--- src/rtl/iob_cache_back_end_iob_pkg.sv ---
// Shared types and derived-width helpers for the cache back-end IOb master.
package iob_cache_back_end_iob_pkg;

    // Back-end controller states: idle, draining one write-buffer entry, filling a line.
    typedef enum logic [1:0] {
        ST_IDLE  = 2'd0,
        ST_WRITE = 2'd1,
        ST_READ  = 2'd2
    } state_t;

    localparam int DEF_ADDR_W     = 24;
    localparam int DEF_DATA_W     = 32;
    localparam int DEF_WORD_OFF_W = 3;

    // Number of byte-offset bits inside one data word.
    function automatic int calc_nbytes_w(input int data_w);
        return $clog2(data_w / 8);
    endfunction

    // Width of a cache line address (byte address minus word and byte offsets).
    function automatic int calc_line_w(input int addr_w, input int data_w, input int word_off_w);
        return addr_w - word_off_w - calc_nbytes_w(data_w);
    endfunction

endpackage

--- src/rtl/iob_cache_back_end_iob_if.sv ---
// IOb bus between the cache back-end (master) and external memory (slave).
interface iob_cache_back_end_iob_if
    import iob_cache_back_end_iob_pkg::*;
#(
    parameter int ADDR_W = DEF_ADDR_W,
    parameter int DATA_W = DEF_DATA_W
);
    logic                  valid;
    logic [ADDR_W-1:0]     addr;
    logic [DATA_W-1:0]     wdata;
    logic [DATA_W/8-1:0]   wstrb;
    logic                  rvalid;
    logic [DATA_W-1:0]     rdata;
    logic                  ready;

    modport master (
        output valid, addr, wdata, wstrb,
        input  rvalid, rdata, ready
    );

    modport slave (
        input  valid, addr, wdata, wstrb,
        output rvalid, rdata, ready
    );
endinterface

--- src/rtl/iob_cache_back_end_iob_reg.sv ---
// Register with asynchronous reset, global clock enable and local enable.
module iob_cache_back_end_iob_reg #(
    parameter int           W       = 1,
    parameter logic [W-1:0] RST_VAL = '0
) (
    input  logic         clk_i,
    input  logic         arst_i,
    input  logic         cke_i,
    input  logic         en_i,
    input  logic [W-1:0] d_i,
    output logic [W-1:0] q_o
);

    // Load only when both enables are high; reset wins at any time.
    always_ff @(posedge clk_i or posedge arst_i) begin
        if (arst_i) begin
            q_o <= RST_VAL;
        end else if (cke_i && en_i) begin
            q_o <= d_i;
        end
    end

endmodule

--- src/rtl/iob_cache_back_end_iob.sv ---
// Cache back-end IOb master: drains write-through entries as single IOb
// writes and fills cache lines with pipelined IOb word reads.
module iob_cache_back_end_iob
    import iob_cache_back_end_iob_pkg::*;
#(
    parameter int  ADDR_W     = DEF_ADDR_W,
    parameter int  DATA_W     = DEF_DATA_W,
    parameter int  WORD_OFF_W = DEF_WORD_OFF_W,
    localparam int NBYTES_W   = calc_nbytes_w(DATA_W),
    localparam int LINE_W     = calc_line_w(ADDR_W, DATA_W, WORD_OFF_W)
) (
    input  logic                       clk_i,
    input  logic                       arst_i,
    input  logic                       cke_i,
    // write-through buffer head
    input  logic                       write_req_i,
    input  logic [ADDR_W-NBYTES_W-1:0] write_addr_i,
    input  logic [DATA_W-1:0]          write_wdata_i,
    input  logic [DATA_W/8-1:0]        write_wstrb_i,
    output logic                       write_ack_o,
    // line replacement
    input  logic                       replace_req_i,
    input  logic [LINE_W-1:0]          replace_addr_i,
    output logic                       replace_o,
    // line memory write port
    output logic                       read_valid_o,
    output logic [WORD_OFF_W-1:0]      read_addr_o,
    output logic [DATA_W-1:0]          read_rdata_o,
    // external memory bus
    iob_cache_back_end_iob_if.master   iob
);

    localparam int CNT_REQ = 0;
    localparam int CNT_RSP = 1;
    localparam logic [WORD_OFF_W:0] CNT_ONE = (WORD_OFF_W+1)'(1);

    state_t                state_q;
    state_t                state_d;
    logic [1:0]            state_raw_q;

    // cnt_q[CNT_REQ] counts accepted read requests, cnt_q[CNT_RSP] counts
    // returned words. The extra MSB of the request counter marks "all sent".
    logic [WORD_OFF_W:0]   cnt_q [2];
    logic [WORD_OFF_W:0]   cnt_d [2];

    logic                  iob_valid;
    logic [ADDR_W-1:0]     iob_addr;
    logic [DATA_W-1:0]     iob_wdata;
    logic [DATA_W/8-1:0]   iob_wstrb;
    logic                  last_rsp;

    iob_cache_back_end_iob_reg #(
        .W       (2),
        .RST_VAL (ST_IDLE)
    ) u_state_reg (
        .clk_i  (clk_i),
        .arst_i (arst_i),
        .cke_i  (cke_i),
        .en_i   (1'b1),
        .d_i    (state_d),
        .q_o    (state_raw_q)
    );

    assign state_q = state_t'(state_raw_q);

    for (genvar gi = 0; gi < 2; gi++) begin : g_cnt
        iob_cache_back_end_iob_reg #(
            .W       (WORD_OFF_W + 1),
            .RST_VAL ('0)
        ) u_cnt_reg (
            .clk_i  (clk_i),
            .arst_i (arst_i),
            .cke_i  (cke_i),
            .en_i   (1'b1),
            .d_i    (cnt_d[gi]),
            .q_o    (cnt_q[gi])
        );
    end

    assign last_rsp = (cnt_q[CNT_RSP][WORD_OFF_W-1:0] == {WORD_OFF_W{1'b1}});

    // Next-state, counter updates and all bus/line outputs, decoded from the state.
    always_comb begin
        state_d          = state_q;
        cnt_d[CNT_REQ]   = cnt_q[CNT_REQ];
        cnt_d[CNT_RSP]   = cnt_q[CNT_RSP];
        iob_valid        = 1'b0;
        iob_addr         = '0;
        iob_wdata        = '0;
        iob_wstrb        = '0;
        write_ack_o      = 1'b0;
        read_valid_o     = 1'b0;
        read_addr_o      = '0;
        read_rdata_o     = '0;

        case (state_q)
            ST_IDLE: begin
                // Pending writes go out before a fill so memory never lags the cache.
                if (write_req_i) begin
                    state_d = ST_WRITE;
                end else if (replace_req_i) begin
                    state_d = ST_READ;
                end
            end

            ST_WRITE: begin
                iob_valid = 1'b1;
                iob_addr  = ADDR_W'(write_addr_i) << NBYTES_W;
                iob_wdata = write_wdata_i;
                iob_wstrb = write_wstrb_i;
                if (iob.ready) begin
                    // Pop only when the FSM actually advances, so a frozen
                    // controller never loses a buffer entry.
                    write_ack_o = cke_i;
                    state_d     = ST_IDLE;
                end
            end

            ST_READ: begin
                iob_valid = ~cnt_q[CNT_REQ][WORD_OFF_W];
                iob_addr  = ADDR_W'({replace_addr_i, cnt_q[CNT_REQ][WORD_OFF_W-1:0]}) << NBYTES_W;
                if (iob_valid && iob.ready) begin
                    cnt_d[CNT_REQ] = cnt_q[CNT_REQ] + CNT_ONE;
                end
                if (iob.rvalid) begin
                    read_valid_o   = 1'b1;
                    read_addr_o    = cnt_q[CNT_RSP][WORD_OFF_W-1:0];
                    read_rdata_o   = iob.rdata;
                    cnt_d[CNT_RSP] = cnt_q[CNT_RSP] + CNT_ONE;
                    if (last_rsp) begin
                        state_d        = ST_IDLE;
                        cnt_d[CNT_REQ] = '0;
                        cnt_d[CNT_RSP] = '0;
                    end
                end
            end

            default: begin
                state_d        = ST_IDLE;
                cnt_d[CNT_REQ] = '0;
                cnt_d[CNT_RSP] = '0;
            end
        endcase
    end

    assign replace_o = replace_req_i | (state_q == ST_READ);

    assign iob.valid = iob_valid;
    assign iob.addr  = iob_addr;
    assign iob.wdata = iob_wdata;
    assign iob.wstrb = iob_wstrb;

endmodule
--- src/flat_wrapper.sv ---
// flat-port wrapper written by rule: the top's interface ports become plain ports
module iob_cache_back_end_iob_flat import iob_cache_back_end_iob_pkg::*;
#(
    parameter int  ADDR_W     = DEF_ADDR_W,
    parameter int  DATA_W     = DEF_DATA_W,
    parameter int  WORD_OFF_W = DEF_WORD_OFF_W,
    localparam int NBYTES_W   = calc_nbytes_w(DATA_W),
    localparam int LINE_W     = calc_line_w(ADDR_W, DATA_W, WORD_OFF_W)
)
  (clk_i, arst_i, cke_i, write_req_i, write_addr_i, write_wdata_i, write_wstrb_i, write_ack_o, replace_req_i, replace_addr_i, replace_o, read_valid_o, read_addr_o, read_rdata_o, iob_valid, iob_addr, iob_wdata, iob_wstrb, iob_rvalid, iob_rdata, iob_ready);
  iob_cache_back_end_iob_if #(.ADDR_W(ADDR_W), .DATA_W(DATA_W)) iob_i ();
  input  logic clk_i;
  input  logic arst_i;
  input  logic cke_i;
  input  logic write_req_i;
  input  logic [ADDR_W-NBYTES_W-1:0] write_addr_i;
  input  logic [DATA_W-1:0] write_wdata_i;
  input  logic [DATA_W/8-1:0] write_wstrb_i;
  output logic write_ack_o;
  input  logic replace_req_i;
  input  logic [LINE_W-1:0] replace_addr_i;
  output logic replace_o;
  output logic read_valid_o;
  output logic [WORD_OFF_W-1:0] read_addr_o;
  output logic [DATA_W-1:0] read_rdata_o;
  output wire logic [$bits(iob_i.valid)-1:0] iob_valid;
  output wire logic [$bits(iob_i.addr)-1:0] iob_addr;
  output wire logic [$bits(iob_i.wdata)-1:0] iob_wdata;
  output wire logic [$bits(iob_i.wstrb)-1:0] iob_wstrb;
  input wire logic [$bits(iob_i.rvalid)-1:0] iob_rvalid;
  input wire logic [$bits(iob_i.rdata)-1:0] iob_rdata;
  input wire logic [$bits(iob_i.ready)-1:0] iob_ready;
  assign iob_valid = iob_i.valid;
  assign iob_addr = iob_i.addr;
  assign iob_wdata = iob_i.wdata;
  assign iob_wstrb = iob_i.wstrb;
  assign iob_i.rvalid = iob_rvalid;
  assign iob_i.rdata = iob_rdata;
  assign iob_i.ready = iob_ready;
  iob_cache_back_end_iob #(.ADDR_W(ADDR_W), .DATA_W(DATA_W), .WORD_OFF_W(WORD_OFF_W)) u_core (.clk_i(clk_i), .arst_i(arst_i), .cke_i(cke_i), .write_req_i(write_req_i), .write_addr_i(write_addr_i), .write_wdata_i(write_wdata_i), .write_wstrb_i(write_wstrb_i), .write_ack_o(write_ack_o), .replace_req_i(replace_req_i), .replace_addr_i(replace_addr_i), .replace_o(replace_o), .read_valid_o(read_valid_o), .read_addr_o(read_addr_o), .read_rdata_o(read_rdata_o), .iob(iob_i));
endmodule
--- config.mk ---
export PLATFORM = sky130hd
export DESIGN_NAME = iob_cache_back_end_iob_flat
export DESIGN_NICKNAME = d
export VERILOG_FILES = /design/src/rtl/iob_cache_back_end_iob_pkg.sv /design/src/rtl/iob_cache_back_end_iob_if.sv /design/src/rtl/iob_cache_back_end_iob_reg.sv /design/src/rtl/iob_cache_back_end_iob.sv /design/src/flat_wrapper.sv
export SDC_FILE = /design/constraint.sdc
export NUM_CORES = 1
export LEC_CHECK = 0
export CAP_MARGIN = 20
export CORE_AREA = 2 2 82 92
export CTS_CLUSTER_DIAMETER = 120
export CTS_CLUSTER_SIZE = 12
export DETAILED_ROUTE_END_ITERATION = 10
export DIE_AREA = 0 0 84 94
export PLACE_DENSITY = 0.76
export SYNTH_ARGS = -nofsm -noshare
export SYNTH_HDL_FRONTEND = slang
export SYNTH_SLANG_ARGS = --single-unit
export TNS_END_PERCENT = 100
--- constraint.sdc ---
create_clock -name clk_i -period 1.8 [get_ports clk_i]
set_clock_uncertainty 0.05 [all_clocks]
set_input_delay 0.18 -clock clk_i [delete_from_list [all_inputs] [get_ports clk_i]]
set_output_delay 0.18 -clock clk_i [all_outputs]
set_load 0.01 [all_outputs]
Word-level counts from Yosys, hierarchy flattened
Index checks and enable logic that the tools add are counted.
{"block": "totals", "inputBits": 116, "register_bits": 10, "ram_bits": 0, "wordCells": 43, "out_inout_bits": 99, "rom_bits": 0, "latch_bits": 0, "memories": 0}
{"block": "op_classes", "n_div": 0, "shift": 0, "n_eq_ne": 7, "bitwise": 3, "n_lt_le_gt_ge": 0, "reduce_logical": 6, "multipliers": 0, "add_sub_neg": 2, "n_mux": 22}
{"op": "$mux 32", "count": 3}
{"op": "$pmux 24 s2", "count": 1}
{"op": "$mux 8", "count": 2}
{"op": "$pmux 8 s2", "count": 1}
{"op": "$mux 2", "count": 5}
{"op": "$add 4x1->4 const B", "count": 2}
{"op": "$mux 4", "count": 2}
{"op": "$mux 3", "count": 2}
{"op": "$pmux 2 s3", "count": 1}
{"op": "$reduce_and 5->1", "count": 1}
{"op": "$mux 1", "count": 4}
{"op": "$ne 2x2->1 const B", "count": 2}
{"op": "$eq 3x3->1 const B", "count": 1}
{"op": "$ne 3x3->1 const B", "count": 1}
{"op": "$reduce_and 3->1", "count": 1}
{"op": "$eq 2x1->1 const B", "count": 1}
{"op": "$eq 2x2->1 const B", "count": 1}
{"op": "$logic_not 2->1", "count": 1}
{"op": "$ne 2x1->1 const B", "count": 1}
{"op": "$not 1->1", "count": 2}
{"op": "$pmux 1 s2", "count": 1}
{"op": "$reduce_and 2->1", "count": 1}
{"op": "$reduce_or 2->1", "count": 1}
{"op": "$logic_and 1x1->1", "count": 1}
{"op": "$or 1x1->1", "count": 1}

Logic depth before layout (Yosys ltp)
Gate-level depths: netlist (run 1).
{"block": "depth", "depth_word": 6, "mapped_depth": 7, "depth_no_buf": 5}

Cells and area by module
A second synthesis (run 1) with hierarchy kept.
{"block": "hier_totals", "cells_unflattened": 230, "hier_area_um2": 1696.6}
{"module": "iob_cache_back_end_iob", "seq_area_each_um2": 0.0, "n_inst": 1, "cells_per_inst": 204, "area_each_um2": 1276.2}
{"module": "iob_cache_back_end_iob_reg (u_core.g_cnt[0].u_cnt_reg ...)", "seq_area_each_um2": 100.1, "n_inst": 2, "cells_per_inst": 10, "area_each_um2": 170.2}
{"module": "iob_cache_back_end_iob_reg (u_core.u_state_reg)", "seq_area_each_um2": 50.0, "n_inst": 1, "cells_per_inst": 6, "area_each_um2": 80.1}

Worst setup path before layout (run 1)
No wires, ideal clock.
{"block": "synth_timing", "path_type": "register to register", "from": "register u_core.g_cnt[1].u_cnt_reg.q_o[0]", "to": "register u_core.u_state_reg.q_o[0]", "slack_ns": 0.142, "setup_time_ns": 0.126, "period_less_slack_ns": 1.658, "path_stages_with_launch": 6, "arrival_ns": 1.482, "n_path_buf": 0, "required_ns": 1.624, "cell_sequence": "dfrtp_1 ha_1 ha_1 a21bo_1 and3_1 a311o_1"}
{"block": "synth_between", "elab_chain_len": 3}
{"element": "start, declared", "line_no": "iob_cache_back_end_iob_reg.sv:11", "source": "output logic [W-1:0] q_o"}
{"element": "start signal, assigned", "line_no": "iob_cache_back_end_iob_reg.sv:19", "source": "q_o <= d_i;"}
{"element": "$eq 3x3->1", "line_no": "iob_cache_back_end_iob.sv:80", "source": "assign last_rsp = (cnt_q[CNT_RSP][WORD_OFF_W-1:0] == {WORD_OFF_W{1'b1}});"}
{"element": "$ne 2x1->1 (no source line)"}
{"element": "$reduce_and 5->1 (no source line)"}
{"element": "end signal, assigned", "line_no": "iob_cache_back_end_iob_reg.sv:19"}
{"element": "end, declared", "line_no": "iob_cache_back_end_iob_reg.sv:11"}
Every way passes these cells.
A chain may end at the register's enable or synchronous reset.

Worst setup path after layout (run 1)
{"block": "layout_timing", "from": "register u_core.u_state_reg.q_o[1]", "to": "output read_rdata_o[14]"}
{"block": "layout_between", "elab_chain_len": 2}
{"element": "$eq 2x2->1", "line_no": "iob_cache_back_end_iob.sv:96", "source": "case (state_q)"}
{"element": "$mux 32", "line_no": "iob_cache_back_end_iob.sv:96"}
{"element": "end, declared", "line_no": "flat_wrapper.sv:25", "source": "output logic [DATA_W-1:0] read_rdata_o;"}
Every way passes these cells.

==> run metrics, run 1 <==
outcome finished with violations; failing checks setup timing; crit path DAT 1.63 ns; Skew-Pair Late Insertion Delay 0.23 ns; Synth Area in XOR/XNOR 0%; worst-path cell chain buf_6 -> ha_4 -> buf_12 -> clkbuf_16 -> buf_4 -> and3_1 -> buf_2; Ys Warns 0; number of vias per cell 4.67; RSZ-0062 raised after global routing true; R2R setup slack -0.02 ns; Fin Setup TNS -0.330 ns; met2 usage 34.5%; die extent in y 94 microns; Post-Syn Area 1440 sq um; final routed DRC violation total 0; Worst Path Required 1.57 ns; cell count after synthesis 197; core area 6930 sq um; P_leak 1.91 nW; main combinational cell family by area after synthesis simple AND/OR/NAND/NOR gates; I/O pins 215; peak supply drop 0.000696 V; sequential-to-total area share from yosys stat 15.7%; GR peak layer met2; clk slew on worst S/H paths 0.05 ns; family with the most delay on the worst path buffers and inverters; PwrDens 1100 nW/um^2; Tcrit/Tclk final 103%; FF-to-FF path depth 7; Post-Place Worst Slack -0.143 ns; Worst Path Buf+Inv 5; DRT iter0 DRCs 64; Slowest cell on crit path dfrtp_1; critical path capture point type output port; Starting Density 20.8%; max-cap viol count 0; Num CTS Buffers 3; CP Depth 7; Non-Filler Instances 507; Synth cell types 32; FF+latch count, synth 9; synth top area cells and2_1 (17%), and3_1 (16%), dfrtp_1 (16%); hold crit path type input pin to async pin; met1 usage 19.1%; Detailed Route WL 8190 microns; Area Overhead vs Synth 169%; full die area 7900 sq um; Port Buffers 212; hold buffer count at cts 0; most frequent cells in the layout clkdlybuf4s50_1 (115), clkbuf_2 (46), and2_1 (37); Setup-failing EPs final 16; post-synthesis mux area share 0%; Synth Area in Simple Gates 50.3%; vias in the first global route 2,380; final worst setup slack -0.0595 ns; Synth top area share 16.5%; global-route wire length before repair 11,700 microns; Die W 84 microns; # clock sinks 9; diode count 0; via count 2,368; overall power 4.25 mW; clk root buf clkbuf_8; fmax 538 MHz; GRT Overall Usage 18.4%; startpoint types flip-flop; Overflow after GRT 0; Compound-Gate Fraction of Synth Area 19.8%; final hold viol count 0; CP startpoint u_core.u_state_reg.q_o[1]$_DFFE_PP0P_; Pins Over Slew Limit 0; crit-path max cell delay 0.40 ns; GRT met3 Usage 7.56%; drt first pass iters 4; CP Max Fanout 6; wire length per cell 16.2 microns; area leader, netlist and2_1; commonest non-fill, non-tap cell in the layout clkdlybuf4s50_1; Final HPWL DP 6080 microns; minimum clock period 1.86 ns; fin util 55.9%; final antenna-violating net count 0; row count 32; share of layout cells above drive strength 1 34.4%; largest net degree at the start of global routing 41; adder-cell share of the synthesized area 5.22%; Setup CP Type flip-flop to output port; Syn Area/Cell 7.30 sq um; NumNets Final 545; routability-driven placement congestion ratio 0.836; CTS tree built; H-Tree Level Count 1; Longest Clk Path Bufs 2; placed cells 487; initial antenna violation count 0; worst r2r src u_core.u_state_reg.q_o[1]$_DFFE_PP0P_
==> cell families after synthesis <==
logic type | Yosys count
AOI/OAI and AO/OA | 40
buffers and inverters | 29
adders and majority gates | 6
other | 1
DFF | 9
and+or+nand+nor | 112
==> repair_timing <==
action                     CTS  global route
setup buffers                1             7
resized for setup          184           136
pin swaps                    1             6
setup endpoints to repair  101            95
gates cloned                 2             6
==> final timing paths <==
path,endpoint
setup / recovery,read_rdata_o[14]
hold / removal,u_core.g_cnt[0].u_cnt_reg.q_o[2]$_DFFE_PP0P_
hold reg to reg,u_core.g_cnt[1].u_cnt_reg.q_o[2]$_DFFE_PP0P_
setup reg to reg,u_core.u_state_reg.q_o[0]$_DFFE_PP0P_
max in group asynchronous,u_core.g_cnt[1].u_cnt_reg.q_o[0]$_DFFE_PP0P_
min in group clk_i,u_core.g_cnt[1].u_cnt_reg.q_o[2]$_DFFE_PP0P_
==> layer usage <==
layer	routed length (microns)	part of all wire [%]
met1	2920	36
met2	4250	52
met3	906	11
met4	116	1.4
met5	0	0
==> final cells by class <==
type | count | area [sq um]
sequential | 9 | 225
multi-input combinational | 160 | 1270
inverter | 7 | 26.3
clock inverter | 1 | 5.00
timing repair buffer | 242 | 2190
fill | 677 | 3060
tap | 85 | 106
clock buffer | 3 | 41.3
==> Yosys cell counts (all sizes together) <==
cell and number:
a21oi 6, nor3b 1, o31ai 1, a311o 1, or4 1, conb 1
a41oi 1, or3 1, o22ai 1, clkbuf 17, nand2b 2, nand2 1
nand4bb 1, and2 38, and4 1, inv 7, a31oi 2, a22oi 22
a21bo 1, or2 1, nor2b 24, ha 6, dfrtp 9, buf 5
nand3b 1, o21ai 3, and3 37, a32o 2, nor2 3
==> flip-flops by register name, indices dropped and copies added (netlist names) <==
signal / count
u_core.u_state_reg.q_o: 2
u_core.g_cnt.u_cnt_reg.q_o: 7
==> report_power, final <==
part | internal, mW | switching (mW) | total (mW)
Combinational | 2.08 | 1.61 | 3.69
Clock | 0.151 | 0.0842 | 0.236
Sequential | 0.260 | 0.0613 | 0.322
Total | 2.49 | 1.76 | 4.25
==> stage by stage <==
step | area, sq um | hold slack, ns
5_1_grt | 3870 | 0.216
4_1_cts | 3780 | 0.187
3_3_place_gp | 3760 | 0.424
3_5_place_dp | 3760 | 0.437
2_1_floorplan | 1440 | -0.0421
6_report | 3870 | 0.166
No activity file was read; power rests on OpenSTA's default activity.
==> run 2, diff against run 1 <==
--- a/config.mk
+++ b/config.mk
@@ -6,11 +6,11 @@
 export NUM_CORES = 1
 export LEC_CHECK = 0
 export CAP_MARGIN = 20
-export CORE_AREA = 2 2 82 92
+export CORE_AREA = 4 4 84 94
 export CTS_CLUSTER_DIAMETER = 120
 export CTS_CLUSTER_SIZE = 12
 export DETAILED_ROUTE_END_ITERATION = 10
-export DIE_AREA = 0 0 84 94
+export DIE_AREA = 0 0 88 98
 export PLACE_DENSITY = 0.76
 export SYNTH_ARGS = -nofsm -noshare
 export SYNTH_HDL_FRONTEND = slang
==> run 2 against run 1 <==
Net effect:
- the flow still finishes with violations (setup timing)
- first-iteration DRC count down 27%
- via count is 0.30% higher
- clock-buffer cell count is 1 higher
- global-route usage decreased by 1.1 points
- non-clock buffer count is 6 higher
- combinational power about the same
- final cell count rose by 1.2%
- die area grew 9.2%
- final area increased by 1.9%
- core utilization grew 1.0 points
- highest routed layer unchanged
==> run metrics, run 2 (same netlist as run 1, synthesis figures left out) <==
Tcrit/Tclk final 105%; drt first pass iters 4; full die area 8620 sq um; max reg flops 7; largest net degree at the start of global routing 41; initial antenna violation count 0; critical path capture point type flip-flop; RSZ-0062 raised after global routing true; max-cap viol count 0; Setup-failing EPs final 14; Register Area 225 sq um; critical path's most frequent cell buf_6; Detailed Route WL 8350 microns; clk slew on worst S/H paths 0.05 ns; Num CTS Buffers 3; number of vias per cell 4.63; core area 6930 sq um; fmax 531 MHz; Worst Path Required 1.91 ns; Setup CP Type flip-flop to flip-flop; Skew-Pair Late Insertion Delay 0.23 ns; Post-Place Worst Slack -0.137 ns; Area Overhead vs Synth 174%; GRT Overall Usage 17.3%; family with the most delay on the worst path simple AND/OR/NAND/NOR gates; Overflow after GRT 0; commonest non-fill, non-tap cell in the layout clkdlybuf4s50_1; H-Tree Level Count 1; worst r2r src u_core.u_state_reg.q_o[0]$_DFFE_PP0P_; hold crit path type input pin to async pin; vias in the first global route 2,431; outcome finished with violations; most frequent cells in the layout clkdlybuf4s50_1 (115), buf_2 (45), and2_1 (37), and3_1 (37), dlygate4sd2_1 (35); share of layout cells above drive strength 1 29.4%; minimum clock period 1.88 ns; row count 32; FF-to-FF End u_core.g_cnt[0].u_cnt_reg.q_o[2]$_DFFE_PP0P_; I/O pins 215; overall power 4.22 mW; P_leak 1.99 nW; Die W 88 microns; peak supply drop 0.000535 V; final antenna-violating net count 0; clk root buf clkbuf_8; wire length per cell 16.3 microns; Largest Register u_core.g_cnt.u_cnt_reg.q_o; Longest Clk Path Bufs 2; final hold viol count 0; NumNets Final 551; fillcell total 626; PwrDens 1070 nW/um^2; worst-path cell chain buf_6 -> ha_4 -> buf_6 -> buf_8 -> nand4bb_4 -> or4_1 -> a21oi_1; CTS tree built; Worst Path Buf+Inv 3; failing checks setup timing; Starting Density 20.8%; FF-to-FF path depth 7; CP Max Fanout 5; Port Buffers 212; global-route wire length before repair 12,000 microns; Pins Over Slew Limit 0; crit path DAT 1.99 ns; DRT iter0 DRCs 47; Final HPWL DP 6670 microns; startpoint types flip-flop; Slowest cell on crit path or4_1; diode count 0; # clock sinks 9; multi-input logic area 1270 sq um; via count 2,375; crit-path max cell delay 0.42 ns; hold buffer count at cts 0; die extent in y 98 microns; final worst setup slack -0.0832 ns; R2R setup slack -0.08 ns; Top Registers u_core.g_cnt.u_cnt_reg.q_o (7), u_core.u_state_reg.q_o (2); final routed DRC violation total 0; routability-driven placement congestion ratio 0.776
-- run 2: cell types whose count changed in the layout (fill, tap and decap cells not counted), moves of 9 or more --
cell,previous run,this run
clkbuf_2,46,4
clkdlybuf4s15_1,2,11
dlygate4sd2_1,21,35
buf_4,11,20
buf_2,27,45
-- run 2: what timing repair did --
item                                    CTS  global route
pin swaps                                 4             7
endpoints found under the setup margin  100            65
resized for setup                       265            42
setup buffers                             8             6
gates cloned                              1             2
-- run 2: stage by stage --
step / TNS (ns) / util [%] / instances / hold WS [ns] / instance area (sq um)
finish: -0.366 / 56.9 / 513 / 0.177 / 3940
global route: -1.54 / 56.9 / 513 / 0.217 / 3940
CTS: -0.891 / 54.4 / 505 / 0.185 / 3770
detailed placement: -7.56 / 54.0 / 492 / 0.435 / 3740
global placement: -4.47 / 54.0 / 492 / 0.431 / 3740
floorplan: 0 / - / 198 / -0.0421 / 1440
-- run 2: worst max-delay path by stage --
| stage | depth (start not counted) | slack (ns) | to | start |
|---|---|---|---|---|
| floorplan | 5 | 0.14 | u_core.u_state_reg.q_o[0]$_DFFE_PP0P_ | u_core.g_cnt[1].u_cnt_reg.q_o[0]$_DFFE_PP0P_ |
| CTS | 5 | -0.21 | iob_wdata[5] | u_core.u_state_reg.q_o[1]$_DFFE_PP0P_ |
| finish | 7 | -0.08 | u_core.g_cnt[0].u_cnt_reg.q_o[2]$_DFFE_PP0P_ | u_core.u_state_reg.q_o[0]$_DFFE_PP0P_ |
| detailed placement | 6 | -0.14 | iob_addr[6] | u_core.u_state_reg.q_o[1]$_DFFE_PP0P_ |
| global placement | 5 | -0.11 | iob_addr[3] | u_core.u_state_reg.q_o[1]$_DFFE_PP0P_ |
| global route | 7 | -0.11 | iob_addr[10] | u_core.u_state_reg.q_o[1]$_DFFE_PP0P_ |
-- run 2: per-layer routing --
layer  vias to the layer above  share of wire (%)  GRT usage, %  wire length [microns]
li1                       1152                  -             -                      -
met1                      1057                 32          16.8                   2680
met2                       158                 53          34.0                   4420
met3                         8                 14          6.75                   1180
met4                         0               0.93          2.95                     78
met5                         -                  0             0                      0
-- run 2: worst register-to-register path, cell delays in order, from the launching register on --
cell	delay [ns]
dfrtp_1	0.40
buf_6	0.14
ha_4	0.18
buf_6	0.13
buf_8	0.12
nand4bb_4	0.24
or4_1	0.42
a21oi_1	0.14
-- run 2: layout make-up --
cell class                      instances  share of cell area (%)
Clock buffer                            4                    1.14
Sequential cell                         9                    5.71
Timing Repair Buffer                  248                    57.6
Tap cell                               85                    2.70
Inverter                                7                   0.666
Multi-Input combinational cell        160                    32.2
-- run 2: power by group --
part / switching (mW) / internal, mW / total [mW] / leakage (nW)
Clock: 0.0833 / 0.155 / 0.238 / 0.0228
Sequential: 0.0535 / 0.260 / 0.314 / 0.121
Combinational: 1.58 / 2.08 / 3.67 / 1.85
